$ cat config.mk
export PLATFORM = sky130hd
export DESIGN_NAME = multicycle_ctrl
export DESIGN_NICKNAME = d
export VERILOG_FILES = /design/src/rtl/multicycle_ctrl.sv
export SDC_FILE = /design/constraint.sdc
export NUM_CORES = 1
export LEC_CHECK = 0
export ABC_AREA = 1
export CAP_MARGIN = 10
export CORE_ASPECT_RATIO = 1.1
export CORE_MARGIN = 10
export CORE_UTILIZATION = 53
export CTS_CLUSTER_DIAMETER = 30
export DETAILED_ROUTE_END_ITERATION = 8
export GPL_ROUTABILITY_DRIVEN = 0
export PLACE_DENSITY = 0.82
export SLEW_MARGIN = 10
export SYNTH_ARGS = -nofsm -noshare
export SYNTH_HDL_FRONTEND = slang
export SYNTH_SLANG_ARGS = --single-unit
$ cat constraint.sdc
create_clock -name clk -period 3.3 [get_ports clk]
set_clock_uncertainty 0.15 [all_clocks]
set_input_delay 0.66 -clock clk [delete_from_list [all_inputs] [get_ports clk]]
set_output_delay 0.66 -clock clk [all_outputs]
set_load 0.02 [all_outputs]
$ cat src/rtl/multicycle_ctrl.sv
// multicycle_ctrl: FETCH/DECODE/EXEC/MEM/WB control unit feeding a MIPS-style datapath.
// Define CTRL_PERF_EN to add the cycle_cnt / retire_cnt performance counters.
module multicycle_ctrl #(
   parameter int unsigned MEM_CYCLES = 1
) (
   input  logic        clk,
   input  logic        rst,
   input  logic        instr_valid,
   input  logic [5:0]  opcode,
   input  logic [5:0]  funct,
   input  logic        zero,
   output logic        instr_ready,
   output logic        ir_write,
   output logic        pc_write,
   output logic        pc_src,
   output logic        jump,
   output logic        reg_dst,
   output logic        alu_src,
   output logic [3:0]  alu_ctrl,
   output logic        branch,
   output logic        mem_write,
   output logic        mem_to_reg,
   output logic        reg_write,
   output logic        illegal
`ifdef CTRL_PERF_EN
   ,
   output logic [31:0] cycle_cnt,
   output logic [31:0] retire_cnt
`endif
);

   localparam logic [5:0] OP_RTYPE = 6'b000000;
   localparam logic [5:0] OP_ADDI  = 6'b001000;
   localparam logic [5:0] OP_LW    = 6'b100011;
   localparam logic [5:0] OP_SW    = 6'b101011;
   localparam logic [5:0] OP_BEQ   = 6'b000100;
   localparam logic [5:0] OP_J     = 6'b000010;

   localparam logic [3:0] ALU_AND  = 4'b0000;
   localparam logic [3:0] ALU_ADD  = 4'b0001;
   localparam logic [3:0] ALU_OR   = 4'b0010;
   localparam logic [3:0] ALU_SUB  = 4'b0011;
   localparam logic [3:0] ALU_SLT  = 4'b0100;

   localparam logic [3:0] MEM_LAST = 4'(MEM_CYCLES - 1);

   typedef enum logic [2:0] {S_FETCH, S_DECODE, S_EXEC, S_MEM, S_WB} state_t;

   state_t     state, state_next;
   logic       running;
   logic [5:0] op_q, fn_q;
   logic [3:0] mem_cnt;
   logic       accept, mem_last;
   logic       dec_legal, dec_reg_dst, dec_alu_src, dec_mem_to_reg;
   logic [3:0] dec_alu_ctrl;

   // running holds instr_ready low until the first clock after reset release
   assign accept   = (state == S_FETCH) && running && instr_valid;
   assign mem_last = (mem_cnt == MEM_LAST);

   // NOTE: every always_comb output gets a default first, so no path can infer a latch.
   always_comb begin
      dec_legal      = 1'b1;
      dec_reg_dst    = 1'b0;
      dec_alu_src    = 1'b0;
      dec_mem_to_reg = 1'b0;
      dec_alu_ctrl   = ALU_AND;
      case (op_q)
         OP_RTYPE: begin
            dec_reg_dst = 1'b1;
            case (fn_q)
               6'b100000: dec_alu_ctrl = ALU_ADD;
               6'b100010: dec_alu_ctrl = ALU_SUB;
               6'b100100: dec_alu_ctrl = ALU_AND;
               6'b100101: dec_alu_ctrl = ALU_OR;
               6'b101010: dec_alu_ctrl = ALU_SLT;
               default:   dec_legal    = 1'b0;
            endcase
         end
         OP_ADDI: begin
            dec_alu_src  = 1'b1;
            dec_alu_ctrl = ALU_ADD;
         end
         OP_LW: begin
            dec_alu_src    = 1'b1;
            dec_alu_ctrl   = ALU_ADD;
            dec_mem_to_reg = 1'b1;
         end
         OP_SW: begin
            dec_alu_src  = 1'b1;
            dec_alu_ctrl = ALU_ADD;
         end
         OP_BEQ:  dec_alu_ctrl = ALU_SUB;
         OP_J:    ;
         default: dec_legal = 1'b0;
      endcase
   end

   // NOTE: clocked state uses non-blocking assignments so every flop samples pre-edge values.
   always_ff @(posedge clk or posedge rst) begin
      if (rst) begin
         state      <= S_FETCH;
         running    <= 1'b0;
         op_q       <= 6'd0;
         fn_q       <= 6'd0;
         mem_cnt    <= 4'd0;
         reg_dst    <= 1'b0;
         alu_src    <= 1'b0;
         alu_ctrl   <= ALU_AND;
         mem_to_reg <= 1'b0;
         illegal    <= 1'b0;
      end else begin
         state   <= state_next;
         running <= 1'b1;
         if (accept) begin
            op_q <= opcode;
            fn_q <= funct;
         end
         // decoded fields stay put until the next legal instruction leaves DECODE
         if (state == S_DECODE) begin
            if (dec_legal) begin
               reg_dst    <= dec_reg_dst;
               alu_src    <= dec_alu_src;
               alu_ctrl   <= dec_alu_ctrl;
               mem_to_reg <= dec_mem_to_reg;
            end else begin
               illegal <= 1'b1;
            end
         end
         if (state == S_MEM && !mem_last) mem_cnt <= mem_cnt + 4'd1;
         else                             mem_cnt <= 4'd0;
      end
   end

   always_comb begin
      state_next = state;
      case (state)
         S_FETCH:  if (accept) state_next = S_DECODE;
         S_DECODE: state_next = dec_legal ? S_EXEC : S_FETCH;
         S_EXEC: begin
            case (op_q)
               OP_LW, OP_SW:  state_next = S_MEM;
               OP_BEQ, OP_J:  state_next = S_FETCH;
               default:       state_next = S_WB;
            endcase
         end
         S_MEM:    if (mem_last) state_next = (op_q == OP_SW) ? S_FETCH : S_WB;
         S_WB:     state_next = S_FETCH;
         default:  state_next = S_FETCH;
      endcase
   end

   always_comb begin
      instr_ready = 1'b0;
      ir_write    = 1'b0;
      pc_write    = 1'b0;
      pc_src      = 1'b0;
      jump        = 1'b0;
      branch      = 1'b0;
      mem_write   = 1'b0;
      reg_write   = 1'b0;
      case (state)
         S_FETCH: begin
            instr_ready = running;
            ir_write    = accept;
         end
         S_EXEC: begin
            if (op_q == OP_BEQ) begin
               branch   = 1'b1;
               pc_src   = 1'b1;
               pc_write = zero;
            end else if (op_q == OP_J) begin
               jump     = 1'b1;
               pc_write = 1'b1;
            end
         end
         S_MEM: begin
            if (op_q == OP_SW) begin
               mem_write = (mem_cnt == 4'd0);
               pc_write  = mem_last;
            end
         end
         S_WB: begin
            reg_write = 1'b1;
            pc_write  = 1'b1;
         end
         default: ;
      endcase
   end

`ifdef CTRL_PERF_EN
   logic retire;
   assign retire = pc_write || (state == S_EXEC && op_q == OP_BEQ);

   always_ff @(posedge clk or posedge rst) begin
      if (rst) begin
         cycle_cnt  <= 32'd0;
         retire_cnt <= 32'd0;
      end else begin
         cycle_cnt <= cycle_cnt + 32'd1;
         if (retire) retire_cnt <= retire_cnt + 32'd1;
      end
   end
`endif

endmodule

* After elaboration in Yosys (flattened, before gate mapping)
Cells that the tools add are included.
Widths: inputs -> output; s select.
** Storage, ports and cells
- Output and inout port bits :: 16
- Register bits after elaboration :: 28
- Bits of input ports :: 16
- Logic and storage cells :: 69
** Cells by class
- Eq/ne operators :: 16
- Reduce and logical (&&, ||, !) cells :: 15
- Bitwise gates (word level) :: 1
- Mux-type cells :: 26
- $add $sub $neg :: 1
** Operators with widths (count)
- $eq 6x6->1 const B :: 7
- $pmux 3 s4 :: 2
- $mux 1 :: 15
- $reduce_or 5->1 :: 2
- $mux 3 :: 3
- $pmux 3 s3 :: 1
- $eq 3x2->1 const B :: 2
- $eq 6x2->1 const B :: 1
- $eq 6x3->1 const B :: 1
- $eq 6x4->1 const B :: 1
- $logic_not 6->1 :: 1
- $pmux 3 s2 :: 1
- $reduce_and 2->1 :: 3
- $add 4x1->4 const B :: 1
- $logic_not 4->1 :: 1
- $mux 4 :: 1
- $ne 2x2->1 const B :: 2
- $reduce_or 2->1 :: 2
- $eq 3x1->1 const B :: 1
- $eq 3x3->1 const B :: 1
- $logic_and 1x1->1 :: 3
- $logic_not 3->1 :: 1
- $pmux 1 s3 :: 1
- $reduce_or 3->1 :: 1
- other kinds (4) :: 4

* Longest topological paths before layout
Gate-level depths: netlist (run 1).
- Depth in word-level cells :: 6
- Gate-level depth with buffers :: 9
- Mapped depth without buffers :: 9

* Least setup slack after synthesis (run 1)
No wires, ideal clock.
- Path kind :: register -> output
- From :: register op_q[0]
- To :: output pc_write
- Required time :: 2.490 ns
- Buffers on the path :: 0
- Stages on the path, launching flop included :: 6
- Data arrival time :: 1.367 ns
- Slack :: 1.123 ns
- Cell sequence :: dfrtp_1 > nor2_1 > nand4_2 > nor2_1 > nand2_1 > nand3b_1
** Between the ends
- Longest elaborated chain between the ends :: 4
- Elaborated cells between the ends (all ways) :: 7
- Those cells by class :: 3 x eq/ne; 4 x mux
** RTL lines
- start: declaration :: RTL line 51 : logic [5:0] op_q, fn_q;
- start signal: assignment :: RTL line 116 : op_q <= opcode;
- $eq 6x2->1 :: RTL line 172 : end else if (op_q == OP_J) begin
- $mux 1 :: RTL line 172
- $mux 1 :: RTL line 168 : if (op_q == OP_BEQ) begin
- $pmux 1 s3 * :: RTL line 162 : case (state)
- end: declaration :: RTL line 14 : output logic pc_write,
Every way passes the cells marked *; elsewhere a longest branch is shown, timed or not.

* Worst setup path after layout (run 1)
Same ends and word-level chain as after synthesis.

==> results_dict.tcl, run 1 <==
set metrics [dict create \
    critical_path_class "reg -> out" \
    cts_made_buffers 3 \
    count_of_flip_flops_with_a_built_in_enable_after_synthesis 0 \
    number_of_antenna_violations_at_the_first_check_in_global_routing 0 \
    post_synth.cell_area_avg_sq_um 8.37 \
    routed_via_count 1195 \
    final_net_count 220 \
    portBuffers 30 \
    yosys-top-cells-area "dfrtp_1 48%, nand2_1 9.3%, inv_1 5.3%" \
    dominantRegCellSynth "dfrtp_1" \
    powerDensity_nw_per_um2 661 \
    cts_repair_resize_count 0 \
    setup_viol_count_final 0 \
    die-area_sq_um 5140 \
    final_cell_area_sq_um 1760 \
    status "completed" \
    rows 19 \
    wl_per_cell_microns 12.7 \
    synthArstFlopShare_pct 100 \
    grt_pass1_wl_microns 5270 \
    timing.setup.tns_ns 0 \
    source_to_sink_clock_delay_at_the_later_pin_of_the_worst_skew_pair_ns 0.32 \
    cp_data_arrival_time_ns 2.16 \
    die_w_microns 69.2 \
    hold_path.class "reg -> reg" \
    drive_gt1_share_pct 10.9 \
    clock_tree.htree_level_count 1 \
    number_of_top_level_pins 32 \
    drt_first_pass_iters 4 \
    synth_top_area_cell "dfrtp_1" \
    ys.warnings.count 0 \
    cpPeakStageDelay_ns 0.61 \
    initial_util_pct 56.1 \
    final_period_minus_worst_setup_slack_ns 2.97 \
    maxCapViolCount 0 \
    final_antenna_net_count 0 \
    post_synthesis_cells 169 \
    power.leakage_nw 0.847 \
    grt_pass1_vias 1227 \
    critPathRequiredTime_ns 2.49 \
    avgViaCountPerCell 5.15 \
    cts.path.max_buffers 2 \
    timing.fmax_mhz 337 \
    cp-end-kind "primary output" \
    clock_tree_from_tritoncts "yes" \
    drv_slew 0 \
    clock-sinks 27 \
    cts_root_buf "clkbuf_4" \
    drt_wirelength_microns 2960 \
    core-area_sq_um 2520 \
    post_dp_cell_area_sq_um 1740 \
    yosysSeqAreaShare_pct 47.8 \
    grt_remaining_overflow 0 \
    ys_ff_latch 27 \
    grt_start_max_net_pins 28 \
    clk_pin_slew_ns 0.14 \
    num_antenna_cells 0 \
    numPlacedInstances 228 \
    flow.area_growth_from_synthesis_pct 24.7 \
    max-vdd-ir-drop_mv 0.483 \
    layoutNonFillerInstCount 232 \
    final.fill_count 215 \
    post-route-drc-count 0 \
    worstSetupStartpointType "register" \
    area_share_of_the_largest_cell_type_after_synthesis_pct 47.8 \
    critical-path-slowest-cell "clkdlybuf4s50_1" \
    chipHeight_microns 74.2 \
    synthTopCellsByCount "35 x nand2_1, 27 x dfrtp_1, 20 x inv_1, 20 x nor2_1, 13 x nand3_1" \
    max-slew-margin-rel_pct 64.9 \
    critPathMostFrequentCell "nor2_1" \
    biggestRegsByFlops "fn_q: 6 flops, op_q: 6 flops, mem_cnt: 4 flops" \
    number_of_unique_standard_cell_types_used_by_synthesis 28 \
    dominant_cell_by_count_in_the_synthesized_netlist "nand2_1" \
    path_max_fanout 5 \
    synth.net_count 187 \
    synth.cell_area_sq_um 1410 \
    crit_path_cell_trace "nor2_1 -> nand4_2 -> nor2_1 -> nand2_1 -> nand3b_1 -> clkdlybuf4s50_1" \
    cts.hold.buffers_added 0 \
    drc_violation_total_after_the_first_tritonroute_iteration 81 \
    worst_slew_pin_slew_ns 0.524 \
    dp_hpwl_microns 2350 \
    timing_hold_violations_final 0 \
    largest_delay_share_family_worst_path "simple AND/OR/NAND/NOR gates" \
    finalCritPeriodShare_pct 90.0 \
    number_of_buffers_added_for_setup_after_cts 0 \
    rsz0062_at_grt "no" \
    groute.usage.overall_pct 12.1 \
    cp_buf_inv_count 1 \
]
[cells by family after synthesis]
logic type      Yosys count  synth area share (%)
simple gates             91                  32.6
flops                    27                  47.8
buf+inv                  27                  8.32
compound gates           16                  6.02
mux                       3                  2.39
fa+ha+maj                 2                  1.77
other cells               2                 0.531
xor+xnor                  1                 0.620
[metrics by stage]
step	hold slack, ns	setup slack, ns	util [%]	power, mW
after floorplan	0.305	1.12	-	0.873
after global placement	0.298	0.528	68.9	1.01
after detailed placement	0.309	0.528	68.9	1.03
after CTS	0.342	0.331	70.0	1.17
after global routing	0.372	0.200	70.0	1.26
final	0.338	0.332	70.0	1.16
[cells in the final DEF, fill, tap and decap left out]
cell type         n
nand2_1          35
nand3_4           1
o21ai_0          12
nand3b_1          4
nand2_4           2
nor3_1            3
nor2_2            3
nand3_1          13
ha_1              2
clkbuf_4          3
nand4_1           5
nor3_2            1
a31oi_1           1
nand4_2           1
clkbuf_1          1
dfrtp_1          27
inv_1            20
clkdlybuf4s50_1  30
or2_2             1
a21oi_1           2
nor4_1            1
nor3b_4           1
o21ai_2           1
mux2_2            3
nor2_1           20
conb_1            2
xnor2_1           1
buf_4             2
inv_2             3
[final timing paths]
check,endpoint,from,slack (ns),cells after the start
worst max-delay path,pc_write,op_q[0],0.33,6
worst min-delay path,reg_dst,reg_dst,0.34,2
worst max register to register,fn_q[2],state[2],1.55,5
worst min register to register,reg_dst,reg_dst,0.34,2
max in group asynchronous,op_q[3],rst,2.22,3
min in group asynchronous,alu_src,rst,0.53,3
[area by class of cell]
cell class	count	area, sq um	area share [%]
Multi-Input combinational cell	115	621	35.2
Clock buffer	4	26.3	1.49
Tap cell	31	38.8	2.20
Timing Repair Buffer	32	315	17.9
Inverter	23	86.3	4.90
Sequential cell	27	676	38.3
[worst min-delay path, delay by kind of cell (launching register included)]
kind	cells	cell delay [ns]
DFF	1	0.37
and+or+nand+nor	2	0.09
[where the power goes]
part,total [mW],internal [mW],switching (mW)
registers,0.512,0.433,0.0791
logic,0.509,0.199,0.309
clock network,0.144,0.0474,0.0964
total,1.16,0.680,0.485
[per-layer routing]
layer	global-route usage, %	wire length (microns)	up-vias
li1	-	-	603
met1	12.7	1260	557
met2	22.9	1500	30
met3	2.79	149	5
met4	4.92	43	0
met5	0	0	-
Power figures use the tool's default switching activity.
==> run 2, diff against run 1 <==
--- a/config.mk
+++ b/config.mk
@@ -14,7 +14,6 @@
 export DETAILED_ROUTE_END_ITERATION = 8
 export GPL_ROUTABILITY_DRIVEN = 0
 export PLACE_DENSITY = 0.82
-export SLEW_MARGIN = 10
 export SYNTH_ARGS = -nofsm -noshare
 export SYNTH_HDL_FRONTEND = slang
 export SYNTH_SLANG_ARGS = --single-unit
==> results of run 2 <==
No change in the layout: final DEF, timing and power equal those of run 1.
==> run 3, diff against run 2 <==
--- a/config.mk
+++ b/config.mk
@@ -8,7 +8,7 @@
 export ABC_AREA = 1
 export CAP_MARGIN = 10
 export CORE_ASPECT_RATIO = 1.1
-export CORE_MARGIN = 10
+export CORE_MARGIN = 3
 export CORE_UTILIZATION = 53
 export CTS_CLUSTER_DIAMETER = 30
 export DETAILED_ROUTE_END_ITERATION = 8
==> run 3 against run 2 <==
Net effect:
- worst hold slack better by 0.0015 ns
- first-iteration DRC count down 65%
- non-clock buffer count unchanged
- fmax up 3.0%
- sequential power about the same
- critical path depth unchanged
- clock-buffer cell count unchanged
- cell area unchanged
- critical endpoint unchanged
- largest cell class unchanged
- largest power group unchanged
- highest routed layer unchanged
==> results_dict.tcl, run 3 (synthesis results as in run 1) <==
set metrics [dict create \
    portBuffers 30 \
    die-area_sq_um 3320 \
    ff2ff_setup_slack_ns 1.52 \
    cts.path.max_buffers 2 \
    cts_repair_resize_count 0 \
    setup_viol_count_final 0 \
    cp_buf_inv_count 1 \
    cp_data_arrival_time_ns 2.07 \
    initial_util_pct 56.1 \
    largest_delay_share_family_worst_path "simple AND/OR/NAND/NOR gates" \
    final.hold.worst_slack_ns 0.340 \
    grt_pass1_vias 1089 \
    number_of_buffers_added_for_setup_after_cts 0 \
    final_antenna_net_count 0 \
    cts_made_buffers 3 \
    crit_path_cell_trace "nor2_1 -> nand4_2 -> nor2_1 -> nand2_1 -> nand3b_1 -> clkdlybuf4s50_1" \
    post-route-drc-count 0 \
    timing.setup.tns_ns 0 \
    wl_per_cell_microns 12.0 \
    chipHeight_microns 60.2 \
    grt_start_max_net_pins 28 \
    finalCritPeriodShare_pct 87.3 \
    max-slew-margin-rel_pct 64.4 \
    cpPeakStageDelay_ns 0.60 \
    grt_remaining_overflow 0 \
    worst_slew_pin_slew_ns 0.531 \
    cp-end-kind "primary output" \
    number_of_top_level_pins 32 \
    flow.area_growth_from_synthesis_pct 24.7 \
    drv_slew 0 \
    critical-path-slowest-cell "clkdlybuf4s50_1" \
    final.fill_count 222 \
    die_w_microns 55.2 \
    powerDensity_nw_per_um2 662 \
    critPathMostFrequentCell "nor2_1" \
    dp_hpwl_microns 2210 \
    hold_path.class "reg -> reg" \
    num_antenna_cells 0 \
    drt_wirelength_microns 2790 \
    grt_pass1_wl_microns 4710 \
    clk_pin_slew_ns 0.13 \
    most_common_cell_after_layout_fill_and_taps_aside "nand2_1" \
    avgViaCountPerCell 4.99 \
    layout.cells.most_common_list "35 x nand2_1, 30 x clkdlybuf4s50_1, 27 x dfrtp_1" \
    cts_root_buf "clkbuf_4" \
    routed_via_count 1158 \
    core-area_sq_um 2520 \
    final_period_minus_worst_setup_slack_ns 2.88 \
    biggestRegsByFlops "fn_q: 6 flops, op_q: 6 flops, mem_cnt: 4 flops" \
    final_net_count 220 \
    clock_tree_from_tritoncts "yes" \
    power.leakage_nw 0.847 \
    status "completed" \
    worstSetupStartpointType "register" \
    rsz0062_at_grt "no" \
    max-vdd-ir-drop_mv 0.451 \
    critPathRequiredTime_ns 2.49 \
    drc_violation_total_after_the_first_tritonroute_iteration 28 \
    drt_first_pass_iters 4 \
    critical_path_class "reg -> out" \
    source_to_sink_clock_delay_at_the_later_pin_of_the_worst_skew_pair_ns 0.33 \
    clock_tree.htree_level_count 1 \
    cts.hold.buffers_added 0 \
    groute.usage.overall_pct 18.2 \
    timing.fmax_mhz 347 \
    drive_gt1_share_pct 10.9 \
    maxCapViolCount 0 \
    clock-sinks 27 \
    final_core_util_pct 70.0 \
    rows 19 \
    timing_hold_violations_final 0 \
    number_of_antenna_violations_at_the_first_check_in_global_routing 0 \
    path_max_fanout 5 \
    total_power_mw 1.17 \
]
[run 3: cell counts in the layout (fill, tap and decap cells not counted)]
No cell type changed its count.
[run 3: power breakdown]
group | internal (mW) | total, mW | switching (mW) | leakage, nW
logic | 0.199 | 0.511 | 0.311 | 0.485
clock network | 0.0474 | 0.141 | 0.0938 | 0.0150
registers | 0.433 | 0.514 | 0.0816 | 0.347
total | 0.680 | 1.17 | 0.487 | 0.847
[run 3: worst paths after layout]
kind / startpoint / cells past startpoint / to
worst max register to register: state[2] / 5 / fn_q[4]
worst max-delay path: op_q[0] / 6 / pc_write
worst min-delay path: illegal / 2 / illegal
max in group asynchronous: rst / 3 / fn_q[4]
worst min register to register: illegal / 2 / illegal
min in group asynchronous: rst / 3 / alu_ctrl[0]
[run 3: routing by layer]
metal  part of all wire, %  vias to the layer above  GRT usage, %
met3                   3.6                        7          2.59
met1                    43                      522          19.9
met2                    51                       28          34.5
li1                      -                      601             -
met4                   2.7                        0          9.38
met5                     0                        -             0
[run 3: final cells by class]
class / count / area (sq um) / area share, %
Clock buffer: 4 / 26.3 / 1.49
Inverter: 23 / 86.3 / 4.90
Multi-Input combinational cell: 115 / 621 / 35.2
Sequential cell: 27 / 676 / 38.3
Tap cell: 31 / 38.8 / 2.20
Timing Repair Buffer: 32 / 315 / 17.9
[run 3: worst min-delay path: cells and delay by family, from the launching register on]
family                 cells  cell delay (ns)
buffers and inverters      1             0.04
flip-flops                 1             0.37
AND/OR/NAND/NOR            1             0.06
[run 3: stage by stage]
stage,setup slack (ns),std cells,area [sq um]
5_1_grt,0.208,232,1760
3_5_place_dp,0.488,228,1740
2_1_floorplan,1.12,169,1410
4_1_cts,0.403,232,1760
3_3_place_gp,0.534,228,1740
6_report,0.418,232,1760
==> RTL change 1, RTL diff (flow settings as in run 1) <==
Encoding of `state_t`: now one-hot (5 bits for 5 states).
--- a/src/rtl/multicycle_ctrl.sv
+++ b/src/rtl/multicycle_ctrl.sv
@@ -45,5 +45,5 @@
    localparam logic [3:0] MEM_LAST = 4'(MEM_CYCLES - 1);
 
-   typedef enum logic [2:0] {S_FETCH, S_DECODE, S_EXEC, S_MEM, S_WB} state_t;
+   typedef enum logic [4:0] {S_FETCH = 5'b00001, S_DECODE = 5'b00010, S_EXEC = 5'b00100, S_MEM = 5'b01000, S_WB = 5'b10000} state_t;
 
    state_t     state, state_next;
Behaviour: no difference found for any inputs over 10 cycles, from zero or initial values and one cycle with rst high; not proved beyond that.
==> RTL change 1 against run 1 <==
- power is 4.8% higher
- non-clock buffer count stayed put
- core utilization is 0.41 points lower
- largest power group unchanged
- critical endpoint unchanged
- routed wire length is 3.4% higher
- setup slack worse by 16 ps
- synthesized area is 11% higher
- cell area is 11% higher
- hold slack worse by 13 ps
- sequential cell count is 2 higher
==> RTL change 1: results (changes against run 1) <==
| Metric | Reported | Unit | Delta |
|---|---|---|---|
| Reg2reg start | state[0] | - |  |
| Setup slack on the worst flop-to-flop path | 1510 | ps | -40 ps |
| Hold Crit Endpoint | alu_ctrl[0] | - |  |
| Mux cell area share after synthesis | 0 | - | -0.0239 |
| XOR/XNOR share of the synthesized area | 0.0111 | - | +0.00495 |
| Number of clock buffers inserted by TritonCTS | 5 | - | +2 |
| Highest ir drop seen on vdd | 0.382 | mV | -21% |
| Post-synthesis sequential area ratio | 0.463 | - | -0.0153 |
| Layout fillers | 229 | - | +6.5% |
| Count of different cell masters after synthesis | 27 | - | -3.6% |
| Share of synthesized cell area in full adder, half adder and majority cells | 0.0159 | - | -0.00178 |
| Top cells by count, synth | sky130_fd_sc_hd__nand2_1 (47), sky130_fd_sc_hd__inv_1 (39), sky130_fd_sc_hd__nor2_1 (29) | - |  |
| Count of cells along the worst register-to-register path | 9 | - | +4 |
| Outcome | finished clean | - |  |
| CTS HTree Levels | 2 | - | +1 |
| Worst setup slack before clock tree synthesis | 529 | ps | +0.408 ps |
| Compound-gate portion of the synthesized area | 0.0693 | - | +0.00909 |
| DR iter-0 viols | 57 | - | -30% |
| Wire length of the first global-routing pass | 5420 | um | +2.9% |
| RR Endpoint | op_q[2] | - |  |
| All-layer global routing usage | 0.118 | - | -0.00235 |
| Min Clock Period, post-route | 2980 | ps | +15.8 ps |
| Startpoint of the lowest-slack hold path | alu_ctrl[0] | - |  |
| Most area-consuming cells after synthesis | sky130_fd_sc_hd__dfrtp_1 (45%), sky130_fd_sc_hd__nand2_1 (11%), sky130_fd_sc_hd__inv_1 (9.3%) | - |  |
| Number of nets in the final layout | 263 | - | +20% |
| Drt wl/cell | 10.9 | um | -14% |
| DPL Wire Length | 2500 | um | +6.5% |
==> RTL change 1: worst max-delay path by stage <==
stage | from | end | cells after the start
after floorplan | state[0] | ir_write | 7
after global placement | zero | pc_write | 4
after detailed placement | zero | pc_write | 4
after CTS | state[1] | pc_write | 6
after global routing | state[1] | pc_write | 6
final | state[1] | pc_write | 6
==> RTL change 1: stage by stage <==
| stage | hold WS (ps) | utilization | cells | power (W) |
|---|---|---|---|---|
| after global routing | 350 | 0.696 | 279 | 0.00133 |
| after detailed placement | 312 | 0.675 | 271 | 0.00102 |
| after global placement | 306 | 0.675 | 271 | 0.00100 |
| after CTS | 331 | 0.696 | 279 | 0.00124 |
| final | 325 | 0.696 | 279 | 0.00122 |
| after floorplan | 300 | - | 210 | 0.000882 |
==> RTL change 1: final cells by class <==
class	instances	area share
multi-input combinational	136	0.334
timing repair buffer	32	0.162
tap	33	0.0212
inverter	41	0.0796
clock buffer	8	0.0302
sequential	29	0.373
==> RTL change 1: cell families (layout without fill, tap and decap cells) <==
logic type | after synthesis | count (layout)
other | 2 | 2
adder cells (fa/ha/maj) | 2 | 2
AO/OA/AOI/OAI | 21 | 21
AND/OR/NAND/NOR | 109 | 109
flip-flops | 29 | 29
XOR/XNOR | 2 | 2
buffers and inverters | 45 | 81
==> RTL change 1: critical path: stages (launching register included) <==
cell	delay [ps]
sky130_fd_sc_hd__dfrtp_1	410
sky130_fd_sc_hd__nor2_1	130
sky130_fd_sc_hd__nand2_1	100
sky130_fd_sc_hd__nor2_1	280
sky130_fd_sc_hd__o21ai_0	140
sky130_fd_sc_hd__o221ai_1	160
sky130_fd_sc_hd__clkdlybuf4s50_1	640
==> RTL change 1: routing by layer <==
metal,wire [um],vias up
met3,202,6
met1,1280,594
met4,43,0
li1,-,711
met5,0,-
met2,1530,30
==> RTL change 1: where the power goes <==
| part | internal (W) | switching [W] | leakage [nW] |
|---|---|---|---|
| combinational | 0.000178 | 0.000289 | 0.611 |
| sequential | 0.000458 | 0.0000776 | 0.376 |
| clock | 0.000105 | 0.000112 | 0.0326 |
==> RTL change 2, RTL diff (settings of run 1) <==
Without the edit above. Add a define of `CTRL_PERF_EN`.
--- a/src/rtl/multicycle_ctrl.sv
+++ b/src/rtl/multicycle_ctrl.sv
@@ -1,4 +1,6 @@
 // multicycle_ctrl: FETCH/DECODE/EXEC/MEM/WB control unit feeding a MIPS-style datapath.
 // Define CTRL_PERF_EN to add the cycle_cnt / retire_cnt performance counters.
+`define CTRL_PERF_EN
+
 module multicycle_ctrl #(
    parameter int unsigned MEM_CYCLES = 1
Function (old outputs only; new: cycle_cnt and retire_cnt): kept (equiv_simple and equiv_induct, registers matched by name and starting in step).
==> RTL change 2 against run 1 <==
- global-route usage rose by 7.0 points
- sequential cell count rose by 64
- setup slack improved by 16 ps
- power rose by 130%
- cell area rose to 3.6 times the old value
- routed wire length rose to 4.5 times the old value
- via count rose to 4.0 times the old value
- count of clock-buffer cells in the layout rose by 5
- synthesized cell count rose to 4.1 times the old value
- synthesized area rose to 3.6 times the old value
- non-clock buffer count rose by 67
- critical path type unchanged
- largest cell class is now multi-input combinational cells
- largest power group unchanged
==> RTL change 2: results (changes against run 1) <==
| Metric | Reported | Unit | Delta |
|---|---|---|---|
| Outcome | finished clean | - |  |
| Largest net degree at the start of global routing | 43 | - | +54% |
| Crit Path Max Fanout | 4 | - | -1 |
| Count of cells along the worst register-to-register path | 10 | - | +5 |
| Count of different cell masters after synthesis | 30 | - | +7.1% |
| Internal power | 0.00178 | W | +160% |
| Clock transition at path regs | 90 | ps | -50 ps |
| Synthesized Nets | 710 | - | +280% |
| DPL Wire Length | 10,000 | um | +330% |
| Drt wl/cell | 14.5 | um | +14% |
| Number of clock buffers inserted by TritonCTS | 9 | - | +6 |
| Number of vias per cell after detailed routing | 5.30 | - | +2.9% |
| Share of synthesized cell area in full adder, half adder and majority cells | 0.00970 | - | -0.00800 |
| Post-Synthesis Mean Instance Area | 7.48 | um2 | -11% |
| Detailed-router iteration count before antenna repair | 5 | - | +1 |
| Setup slack on the worst flop-to-flop path | 1140 | ps | -410 ps |
| Leak pwr | 2.97 | nW | +250% |
| Number of port buffers | 94 | - | +210% |
| CTS HTree Levels | 3 | - | +2 |
| Insertion delay of the later-clocked pin in the worst-skew pair | 370 | ps | +50 ps |
| All-layer global routing usage | 0.191 | - | +0.0703 |
| Mux cell area share after synthesis | 0 | - | -0.0239 |
| Arrival @ worst endpoint | 2140 | ps | -20 ps |
| Transition time at the pin with the least slew margin | 936 | ps | +412 ps |
| Via count of the first global-routing pass | 4,871 | - | +300% |
| Biggest regs | cycle_cnt: 32 flops, retire_cnt: 32 flops | - |  |
| Vias after detailed routing | 4,816 | - | +300% |
| DR iter-0 viols | 236 | - | +190% |
| Wire length of the first global-routing pass | 22,200 | um | +320% |
| Highest ir drop seen on vdd | 0.389 | mV | -20% |
| Post-synthesis sequential area ratio | 0.441 | - | -0.0366 |
RTL change 2: critical path, cell delays in order, from the launching register on:
cell and delay (ps):
sky130_fd_sc_hd__dfrtp_1 430, sky130_fd_sc_hd__nor2_1 210, sky130_fd_sc_hd__nand3_2 160, sky130_fd_sc_hd__nor2_4 140, sky130_fd_sc_hd__nand2_1 70, sky130_fd_sc_hd__nand2_2 80
sky130_fd_sc_hd__nor2_4 30, sky130_fd_sc_hd__inv_1 50, sky130_fd_sc_hd__clkdlybuf4s50_1 590
RTL change 2: worst min path at each step:
stage	startpoint	endpoint	slack, ps	cells after the start
6_report	cycle_cnt[31]	cycle_cnt[31]	330	1
5_1_grt	alu_ctrl[0]	alu_ctrl[0]	350	2
4_1_cts	alu_ctrl[0]	alu_ctrl[0]	330	2
3_5_place_dp	illegal	illegal	310	1
3_3_place_gp	mem_to_reg	mem_to_reg	300	2
2_1_floorplan	mem_cnt[0]	mem_cnt[0]	300	1
RTL change 2: per-layer routing:
metal / global-route usage / routed length, um / vias up
met5: 0 / 0 / -
met1: 0.212 / 5240 / 2266
met4: 0.0831 / 245 / 0
met3: 0.0572 / 1110 / 19
met2: 0.333 / 6580 / 174
li1: - / - / 2357
RTL change 2: area by class of cell:
class,count,share of cell area
multi-input combinational,516,0.395
clock buffer,9,0.0193
tap,117,0.0228
inverter,70,0.0412
clock inverter,7,0.0121
sequential,91,0.355
timing repair buffer,99,0.155
RTL change 2: kinds of logic (layout without fill, tap and decap cells):
family                   count (synthesis)  count (layout)
other                                    2               2
buffers and inverters                   83             185
AND/OR/NAND/NOR                        447             447
adder cells (fa/ha/maj)                  4               4
AO/OA/AOI/OAI                           16              16
flip-flops                              91              91
XOR/XNOR                                47              47
RTL change 2: per-stage QoR:
step | power [W] | setup WS, ps | cell area, um2
after detailed placement | 0.00194 | 505 | 6210
final | 0.00270 | 347 | 6410
after CTS | 0.00272 | 316 | 6410
after floorplan | 0.00175 | 126 | 5160
after global routing | 0.00285 | 207 | 6410
after global placement | 0.00191 | 507 | 6210
RTL change 2: power by group through the flow:
stage                     clock network (W)  registers (W)  logic [W]
after CTS                          0.000792        0.00132   0.000614
after global routing               0.000839        0.00134   0.000677
after floorplan                           0        0.00135   0.000405
after global placement                    0        0.00133   0.000582
after detailed placement                  0        0.00134   0.000603
final                              0.000771        0.00132   0.000610
